===== config.mk =====
export PLATFORM = sky130hd
export DESIGN_NAME = fetch_stage_flat
export DESIGN_NICKNAME = d
export VERILOG_FILES = /design/src/rtl/fetch_stage_if.sv /design/src/rtl/fetch_stage.sv /design/src/flat_wrapper.sv
export SDC_FILE = /design/constraint.sdc
export NUM_CORES = 1
export LEC_CHECK = 0
export CAP_MARGIN = 40
export CORE_ASPECT_RATIO = 2
export CORE_MARGIN = 2
export CORE_UTILIZATION = 35
export CTS_BUF_LIST = sky130_fd_sc_hd__clkbuf_8
export DETAILED_ROUTE_END_ITERATION = 8
export GPL_TIMING_DRIVEN = 0
export PLACE_DENSITY = 0.72
export SLEW_MARGIN = 40
export SYNTH_ARGS = -nofsm -noshare
export SYNTH_HDL_FRONTEND = slang
export SYNTH_SLANG_ARGS = --single-unit

===== constraint.sdc =====
create_clock -name clk -period 3.6 [get_ports clk]
set_clock_uncertainty 0.15 [all_clocks]
set_input_delay 0.72 -clock clk [delete_from_list [all_inputs] [get_ports clk]]
set_output_delay 0.72 -clock clk [all_outputs]
set_load 0.05 [all_outputs]

===== src/rtl/fetch_stage_if.sv =====
// Instruction-memory request/response bus: req/gnt address phase, in-order rvalid data phase.
interface fetch_stage_if #(
   parameter int unsigned ADDRESS_WIDTH = 32,
   parameter int unsigned DATA_WIDTH    = 32
);
   logic                     imem_req;
   logic [ADDRESS_WIDTH-1:0] imem_addr;
   logic                     imem_gnt;
   logic                     imem_rvalid;
   logic [DATA_WIDTH-1:0]    imem_rdata;

   modport master (
      output imem_req,
      output imem_addr,
      input  imem_gnt,
      input  imem_rvalid,
      input  imem_rdata
   );

   modport slave (
      input  imem_req,
      input  imem_addr,
      output imem_gnt,
      output imem_rvalid,
      output imem_rdata
   );
endinterface


===== src/rtl/fetch_stage.sv =====
// Instruction fetch stage: fetch PC, 2-entry in-order instruction queue, and a discard counter
// that drops responses still in flight when execute redirects the PC.
module fetch_stage #(
   parameter int unsigned             ADDRESS_WIDTH = 32,
   parameter int unsigned             DATA_WIDTH    = 32,
   parameter logic [ADDRESS_WIDTH-1:0] RESET_PC     = '0
) (
   input  logic                     clk,
   input  logic                     rst_n,
   input  logic                     stall_f,
   input  logic                     pc_src_e,
   input  logic [ADDRESS_WIDTH-1:0] pc_target_e,
   fetch_stage_if.master            imem,
   output logic                     valid_f,
   output logic [DATA_WIDTH-1:0]    instr_f,
   output logic [ADDRESS_WIDTH-1:0] pc_f,
   output logic [ADDRESS_WIDTH-1:0] pc_plus4_f
);

   localparam logic [DATA_WIDTH-1:0]    NopInstr = DATA_WIDTH'(32'h0000_0013);
   localparam logic [ADDRESS_WIDTH-1:0] Four     = ADDRESS_WIDTH'(4);
   localparam logic [ADDRESS_WIDTH-1:0] WordMask = ~ADDRESS_WIDTH'(3);

   logic [ADDRESS_WIDTH-1:0] fetch_pc_q, fetch_pc_d;
   logic [ADDRESS_WIDTH-1:0] ent_pc_q [2];
   logic [ADDRESS_WIDTH-1:0] ent_pc_d [2];
   logic [DATA_WIDTH-1:0]    ent_instr_q [2];
   logic [DATA_WIDTH-1:0]    ent_instr_d [2];
   logic [1:0]               ent_filled_q, ent_filled_d;
   logic                     head_q, head_d;
   logic [1:0]               count_q, count_d;
   logic [1:0]               discard_q, discard_d;
   logic [ADDRESS_WIDTH-1:0] last_pc_q, last_pc_d;

   logic       head_valid, pop, accept, drop, fill_hit, has_unfilled, fill_idx, tail_idx;
   logic [1:0] present, unfilled, unfilled_cnt;
   logic [2:0] inflight;

   // Queue bookkeeping shared by the next-state and output logic
   always_comb begin
      present           = '0;
      present[head_q]   = (count_q != 2'd0);
      present[~head_q]  = (count_q == 2'd2);
      unfilled          = present & ~ent_filled_q;
      has_unfilled      = |unfilled;
      unfilled_cnt      = 2'(unfilled[0]) + 2'(unfilled[1]);
      fill_idx          = unfilled[head_q] ? head_q : ~head_q;
      tail_idx          = head_q ^ count_q[0];
      head_valid        = (count_q != 2'd0) && ent_filled_q[head_q];
      valid_f           = head_valid && !pc_src_e;
      pop               = valid_f && !stall_f;
      inflight          = 3'(count_q) + 3'(discard_q) - 3'(pop);
      imem.imem_req     = rst_n && !pc_src_e && (inflight < 3'd2);
      imem.imem_addr    = fetch_pc_q;
      accept            = imem.imem_req && imem.imem_gnt;
      drop              = imem.imem_rvalid && (discard_q != 2'd0);
      fill_hit          = imem.imem_rvalid && (discard_q == 2'd0) && has_unfilled;
   end

   always_comb begin
      fetch_pc_d   = fetch_pc_q;
      ent_pc_d     = ent_pc_q;
      ent_instr_d  = ent_instr_q;
      ent_filled_d = ent_filled_q;
      head_d       = head_q;
      count_d      = count_q;
      discard_d    = discard_q;
      last_pc_d    = valid_f ? ent_pc_q[head_q] : last_pc_q;

      if (pc_src_e) begin
         // Every entry still waiting on memory after this cycle's fill becomes a discard
         fetch_pc_d   = pc_target_e & WordMask;
         ent_filled_d = '0;
         head_d       = 1'b0;
         count_d      = 2'd0;
         discard_d    = discard_q + unfilled_cnt - 2'(drop) - 2'(fill_hit);
      end else begin
         if (drop) begin
            discard_d = discard_q - 2'd1;
         end else if (fill_hit) begin
            ent_instr_d[fill_idx]  = imem.imem_rdata;
            ent_filled_d[fill_idx] = 1'b1;
         end
         if (pop) begin
            head_d = ~head_q;
         end
         if (accept) begin
            ent_pc_d[tail_idx]     = fetch_pc_q;
            ent_filled_d[tail_idx] = 1'b0;
            fetch_pc_d             = fetch_pc_q + Four;
         end
         count_d = count_q - 2'(pop) + 2'(accept);
      end
   end

   always_ff @(posedge clk or negedge rst_n) begin
      if (!rst_n) begin
         fetch_pc_q   <= RESET_PC;
         ent_filled_q <= '0;
         head_q       <= 1'b0;
         count_q      <= 2'd0;
         discard_q    <= 2'd0;
         last_pc_q    <= '0;
         for (int i = 0; i < 2; i++) begin
            ent_pc_q[i]    <= '0;
            ent_instr_q[i] <= '0;
         end
      end else begin
         fetch_pc_q   <= fetch_pc_d;
         ent_pc_q     <= ent_pc_d;
         ent_instr_q  <= ent_instr_d;
         ent_filled_q <= ent_filled_d;
         head_q       <= head_d;
         count_q      <= count_d;
         discard_q    <= discard_d;
         last_pc_q    <= last_pc_d;
      end
   end

   always_comb begin
      pc_f       = valid_f ? ent_pc_q[head_q] : last_pc_q;
      instr_f    = valid_f ? ent_instr_q[head_q] : NopInstr;
      pc_plus4_f = pc_f + Four;
   end

endmodule


===== src/flat_wrapper.sv =====
// flat-port wrapper written by rule: the top's interface ports become plain ports
module fetch_stage_flat 
#(
   parameter int unsigned             ADDRESS_WIDTH = 32,
   parameter int unsigned             DATA_WIDTH    = 32,
   parameter logic [ADDRESS_WIDTH-1:0] RESET_PC     = '0
)
  (clk, rst_n, stall_f, pc_src_e, pc_target_e, valid_f, instr_f, pc_f, pc_plus4_f, imem_imem_req, imem_imem_addr, imem_imem_gnt, imem_imem_rvalid, imem_imem_rdata);
  fetch_stage_if #(.ADDRESS_WIDTH(ADDRESS_WIDTH), .DATA_WIDTH(DATA_WIDTH)) imem_i ();
  input  logic clk;
  input  logic rst_n;
  input  logic stall_f;
  input  logic pc_src_e;
  input  logic [ADDRESS_WIDTH-1:0] pc_target_e;
  output logic valid_f;
  output logic [DATA_WIDTH-1:0] instr_f;
  output logic [ADDRESS_WIDTH-1:0] pc_f;
  output logic [ADDRESS_WIDTH-1:0] pc_plus4_f;
  output wire logic [$bits(imem_i.imem_req)-1:0] imem_imem_req;
  output wire logic [$bits(imem_i.imem_addr)-1:0] imem_imem_addr;
  input wire logic [$bits(imem_i.imem_gnt)-1:0] imem_imem_gnt;
  input wire logic [$bits(imem_i.imem_rvalid)-1:0] imem_imem_rvalid;
  input wire logic [$bits(imem_i.imem_rdata)-1:0] imem_imem_rdata;
  assign imem_imem_req = imem_i.imem_req;
  assign imem_imem_addr = imem_i.imem_addr;
  assign imem_i.imem_gnt = imem_imem_gnt;
  assign imem_i.imem_rvalid = imem_imem_rvalid;
  assign imem_i.imem_rdata = imem_imem_rdata;
  fetch_stage #(.ADDRESS_WIDTH(ADDRESS_WIDTH), .DATA_WIDTH(DATA_WIDTH), .RESET_PC(RESET_PC)) u_core (.clk(clk), .rst_n(rst_n), .stall_f(stall_f), .pc_src_e(pc_src_e), .pc_target_e(pc_target_e), .imem(imem_i), .valid_f(valid_f), .instr_f(instr_f), .pc_f(pc_f), .pc_plus4_f(pc_plus4_f));
endmodule

# After elaboration in Yosys (flattened, before gate mapping)
# Cells that the tools add are included.
dict set report word_totals {
  output_inout_bits 130
  in_bits 70
  word_cells 115
  memories 0
  romBits 0
  mem_bits_rw 0
  latchBits 0
  reg_bits 199
}
dict set report op_classes {
  n_reduce_logical 26
  n_mux 40
  n_bitwise 13
  add_sub_neg 11
  magnitude_cmp 14
  n_shift 0
  eq_ne 1
  multipliers 0
  n_div 0
}
# operator n
set op_table {}
lappend op_table {{$mux W32} 12}
lappend op_table {{$bwmux W64} 2}
lappend op_table {{$add A32 B3 Y32 const B} 2}
lappend op_table {{$demux W32 S1} 2}
lappend op_table {{$mux W2} 8}
lappend op_table {{$logic_and A1 B1 Y1} 15}
lappend op_table {{$mux W1} 11}
lappend op_table {{$reduce_bool A2 Y1} 5}
lappend op_table {{$lt A1 B2 Y1 const B} 4}
lappend op_table {{$and A2 B2 Y2} 3}
lappend op_table {{$ge A2 B2 Y1 const B} 3}
lappend op_table {{$not A1 Y2} 3}
lappend op_table {{$sub A2 B1 Y2} 3}
lappend op_table {{$demux W1 S1} 4}
lappend op_table {{$ge A1 B1 Y1 const B} 4}
lappend op_table {{$lt A2 B1 Y1 const B} 2}
lappend op_table {{$not A2 Y2} 2}
lappend op_table {{$add A2 B2 Y3} 1}
lappend op_table {{$lt A3 B2 Y1 const B} 1}
lappend op_table {{$not A1 Y1} 3}
lappend op_table {{$reduce_and A3 Y1} 1}
lappend op_table {{$sub A3 B1 Y3} 1}
lappend op_table {{$add A1 B1 Y2} 1}
lappend op_table {{$add A2 B1 Y2} 1}
lappend op_table {{10 further kinds} 11}

# Depth between registers and ports, before layout
dict set report depth {
  ltp_word 21
  mapped_depth 18
  depth_no_buf 13
}

# Worst setup path before layout
# OpenSTA, ideal clock, no wires.
dict set report synth_timing {
  kind {input -> output}
  startpoint {input pc_src_e}
  endpoint {output pc_plus4_f[18]}
  arrival_ps 4713
  setup_slack_ps -1983
  path_buffers 3
  stages 13
  t_required_ps 2730
  path_cell_list {o21ba_2 -> nand2_2 -> buf_6 -> buf_2 -> buf_2 -> o21ai_0 -> ha_1 -> nand2_1 -> nor2_1 -> a22oi_1 -> or2_1 -> a311oi_2 -> xor2_1}
}
dict set report synth_between {
  elab_chain_len 4
}
# element line_no
set synth_rtl {}
lappend synth_rtl {{from (decl)} flat_wrapper.sv:13} ;# input logic pc_src_e;
lappend synth_rtl {{$logic_not A1 Y1} fetch_stage.sv:50} ;# valid_f = head_valid && !pc_src_e;
lappend synth_rtl {{$logic_and A1 B1 Y1} fetch_stage.sv:50}
lappend synth_rtl {{$mux W32} -}
lappend synth_rtl {{net pc_f[3]} flat_wrapper.sv:17} ;# output logic [ADDRESS_WIDTH-1:0] pc_f;
lappend synth_rtl {{$add A32 B3 Y32} fetch_stage.sv:123} ;# pc_plus4_f = pc_f + Four;
lappend synth_rtl {{to (decl)} flat_wrapper.sv:18} ;# output logic [ADDRESS_WIDTH-1:0] pc_plus4_f;
# The timed path passes the listed nets, and every way through them passes these cells.

# Final worst setup path
dict set report layout_timing {
  startpoint {register u_core.head_q}
  endpoint {output pc_plus4_f[20]}
}
dict set report layout_between {
  elab_chain_len 6
  elab_cells_between_ends 10
  classes_between {1 x add/sub; 6 x mux; 1 x bitwise; 2 x reduce/logical}
}
# element line_no
set layout_rtl {}
lappend layout_rtl {{from (decl)} fetch_stage.sv:30} ;# logic head_q, head_d;
lappend layout_rtl {{from (signal assigned)} fetch_stage.sv:100} ;# head_q <= 1'b0;
lappend layout_rtl {{from (signal assigned)} fetch_stage.sv:113} ;# head_q <= head_d;
lappend layout_rtl {{$not A1 Y2 (implied by the code) / $mux W1 (equally long branches)} {fetch_stage.sv:121, fetch_stage.sv:49}}
lappend layout_rtl {{$mux W32 (implied by the code) / $mux W1 (equally long branches)} {fetch_stage.sv:121, fetch_stage.sv:49}}
lappend layout_rtl {{$mux W32 (implied by the code) / $logic_and A1 B1 Y1 (equally long branches)} {fetch_stage.sv:121, fetch_stage.sv:49}}
lappend layout_rtl {{$mux W32 (implied by the code) / $logic_and A1 B1 Y1 (equally long branches)} {fetch_stage.sv:121, fetch_stage.sv:50}}
lappend layout_rtl {{$mux W32 *} -}
lappend layout_rtl {{$add A32 B3 Y32 *} fetch_stage.sv:123}
# Every way passes the cells marked *; elsewhere a longest branch is shown, timed or not. The select of a mux whose other input is x is not followed.

==> results.json <==
{
  "status": "complete, but fails checks",
  "violations": "setup timing",
  "required_ns": 2.73,
  "layout-drive-gt1-share_pct": 45.2,
  "p_sw_w": 0.00201,
  "synth.cell_area_mm2": 0.00990,
  "max_clock_freq_mhz": 227,
  "synth_edf_count": 0,
  "synthArstFlopShare_pct": 100,
  "post-route-period-util_pct": 123,
  "critPathSlowestCell": "dfrtp_1",
  "ys.flop_type": "dfrtp_1",
  "antenna_cells": 0,
  "clock_latency_ns": 0.50,
  "swShare_pct": 33.7,
  "final_hold_viol_count": 0,
  "clock-sinks": 193,
  "post_drt_wl_per_cell_um": 20.4,
  "coreArea_mm2": 0.0280,
  "drc": 0,
  "cp_cell_sequence": "buf_6, mux2_4, nand2_4, buf_6, clkinv_8, clkbuf_16, a21o_4, clkinvlp_4, ha_4, nand2_2, nor2_2, a22oi_2, or2_4, buf_6, nor3_4, xor2_1, buf_4",
  "port_buffers": 195,
  "die_h_um": 242,
  "critPathMostFrequentCell": "buf_6",
  "drv_slew": 0,
  "clock_path_buffers": 2,
  "die_area_mm2": 0.0297,
  "cts_max_level": 4,
  "root_buffer": "clkbuf_8",
  "seq_area_frac_synth_pct": 48.8,
  "slew_headroom_pct": 31.9,
  "num_io_pins": 200,
  "hpwl_um": 20900,
  "mostFrequentLayoutCell": "dfrtp_1",
  "finalPower_w": 0.00596,
  "ant_nets": 0,
  "grt_first_pass_wirelength_um": 47100,
  "ys_ff_latch": 193,
  "syn_avg_cell_area_um2": 11.0,
  "grt_setup_unrepaired": "yes",
  "gp_congestion": 0.880,
  "grt_pass1_vias": 8633,
  "utilization_pct": 54.1,
  "critPathLaunchType": "register",
  "seq_power_share_pct": 47.7,
  "cts_tree": "yes",
  "cts.clk_slew.worst_paths_ns": 0.10,
  "antenna_found_initial": 0,
  "mostFrequentLayoutCells": "dfrtp_1, buf_4, mux2_2, clkdlybuf4s50_1, nand2_1",
  "min_path_type": "reg -> reg",
  "cap_violations": 0,
  "syn_to_final_growth_pct": 52.9,
  "crit_fanout": 4,
  "pwr-share-comb_pct": 27.0,
  "placementRows": 87,
  "grt_usage_pct": 20.3,
  "p_int_w": 0.00395,
  "powerDensity_mw_per_mm2": 394,
  "ir_worst_vdd_uv": 311,
  "grt-ovfl-total": 0,
  "final_nets": 1303,
  "setup_viol_count_final": 121,
  "yosys_warnings": 0,
  "endpoint_kind": "primary output",
  "initial_core_util_pct": 35.4,
  "num_vias": 8785,
  "tightest_slew_ns": 1.01,
  "postSynthCellCount": 902,
  "first_pass_iters": 5,
  "die_w_um": 123,
  "grt_max_degree": 81,
  "viasPerCell": 5.51,
  "p_leak_nw": 6.78,
  "n_fill_cell": 2246,
  "fin_ws_ns": -0.812,
  "drt_iter0_markers": 635,
  "timing.hold.ws_ns": 0.348,
  "ys_types": 65,
  "p_clk_share_pct": 25.3,
  "fin_crit_ns": 4.41,
  "cp_data_arrival_time_ns": 3.54,
  "slowest_delay_ns": 0.45,
  "cts_buffers": 17,
  "drt_wl_total_um": 32400,
  "path_class": "reg -> out"
}
[power by group through the flow]
| stage | combinational (W) | clock, W | sequential [W] |
|---|---|---|---|
| 2_1_floorplan | 0.000740 | 0 | 0.00289 |
| 5_1_grt | 0.00172 | 0.00162 | 0.00289 |
| 6_report | 0.00161 | 0.00151 | 0.00285 |
| 4_1_cts | 0.00136 | 0.00153 | 0.00281 |
| 3_3_place_gp | 0.00124 | 0 | 0.00282 |
| 3_5_place_dp | 0.00128 | 0 | 0.00284 |
[layout make-up]
class	count	area (um^2)	share of cell area (%)
Clock inverter	13	150	0.992
Buffer	52	583	3.85
Timing Repair Buffer	303	2970	19.6
Clock buffer	19	262	1.73
Sequential cell	193	4830	31.9
Timing Repair inverter	1	16.3	0.107
Inverter	18	96.3	0.637
Tap cell	356	445	2.94
Multi-Input combinational cell	638	5780	38.2
[critical path: cells and delay by family (launching register included)]
| family | cells | cell delay [ns] |
|---|---|---|
| xor gates and xnor gates | 1 | 0.16 |
| muxes | 1 | 0.32 |
| and+or+nand+nor | 5 | 0.69 |
| buffers and inverters | 7 | 0.88 |
| adders and majority gates | 1 | 0.14 |
| AOI/OAI and AO/OA | 2 | 0.37 |
| DFF | 1 | 0.45 |
[cells by family after synthesis]
kind of cell / after synthesis / share of synthesized area [%]
multiplexers: 183 / 20.1
XOR/XNOR: 36 / 3.19
AND/OR/NAND/NOR: 260 / 12.8
AO/OA/AOI/OAI: 147 / 10.0
other: 1 / 0.0379
flip-flops: 193 / 48.8
buffers and inverters: 73 / 3.67
adder cells (fa/ha/maj): 9 / 1.37
[synthesized netlist by cell type (6+ instances only)]
cell,count,area [um^2]
nand3b_1,9,67.6
o211ai_1,6,45.0
nor4_1,7,43.8
xnor2_1,17,149
buf_4,7,52.6
dfrtp_1,193,4830
nor2_1,67,251
nand3_1,26,130
xor2_1,19,166
a221o_1,10,100
nand4_1,16,100
inv_1,16,60.1
a31oi_1,6,37.5
mux2i_1,62,621
clkbuf_1,17,63.8
a21oi_1,26,130
nand2_1,86,323
nor2b_1,10,62.6
mux2_2,118,1330
a211oi_1,6,45.0
o21ai_0,56,280
nor3_1,8,40.0
buf_2,25,125
ha_1,6,75.1
o311ai_0,11,96.3
[metal layers]
metal | track usage, % | share of wire [%] | vias to the layer above
li1 | - | - | 3884
met1 | 26.1 | 39 | 4410
met2 | 33.2 | 51 | 406
met3 | 3.70 | 6.5 | 85
met4 | 8.11 | 4.0 | 0
met5 | 0 | 0 | -
[metrics by stage]
stage | setup slack (ns) | area [um^2] | setup TNS, ns | instances
after floorplan | -0.818 | 10200 | -10.75 | 903
after global placement | -6.81 | 12600 | -1771.21 | 1454
after detailed placement | -1.92 | 12700 | -164.54 | 1456
after CTS | -0.917 | 14000 | -23.50 | 1552
after global routing | -0.985 | 15100 | -56.17 | 1593
final | -0.812 | 15100 | -43.29 | 1593
[repair_timing]
item	CTS	global route
gates resized for setup	674	213
setup buffers	69	34
pin swaps	27	54
hold buffers	1	0
endpoints found under the setup margin	191	189
endpoints found under the hold margin	56	0
gates cloned	0	10
[flip-flops by register name (all words and copies together) (netlist names)]
name / flops
u_core.ent_instr_q: 64
u_core.ent_pc_q: 60
u_core.last_pc_q: 32
u_core.imem.imem_addr: 30
u_core.count_q: 2
u_core.discard_q: 2
u_core.ent_filled_q: 2
u_core.head_q: 1
[final timing paths]
| path | startpoint | endpoint | slack [ns] | depth (start not counted) |
|---|---|---|---|---|
| max | u_core.head_q$_DFFE_PN0P_ | pc_plus4_f[20] | -0.81 | 17 |
| min | u_core.last_pc_q[1]$_DFF_PN0_ | u_core.last_pc_q[1]$_DFF_PN0_ | 0.35 | 1 |
| max reg2reg | u_core.head_q$_DFFE_PN0P_ | u_core.ent_pc_q[42]$_DFFE_PN0P_ | -0.40 | 22 |
| min reg2reg | u_core.last_pc_q[1]$_DFF_PN0_ | u_core.last_pc_q[1]$_DFF_PN0_ | 0.35 | 1 |
| max in group asynchronous | rst_n | u_core.ent_pc_q[23]$_DFFE_PN0P_ | 1.64 | 4 |
| min in group asynchronous | rst_n | u_core.ent_instr_q[19]$_DFFE_PN0P_ | 0.58 | 2 |
Note: power is estimated with default switching activity, not from simulation.
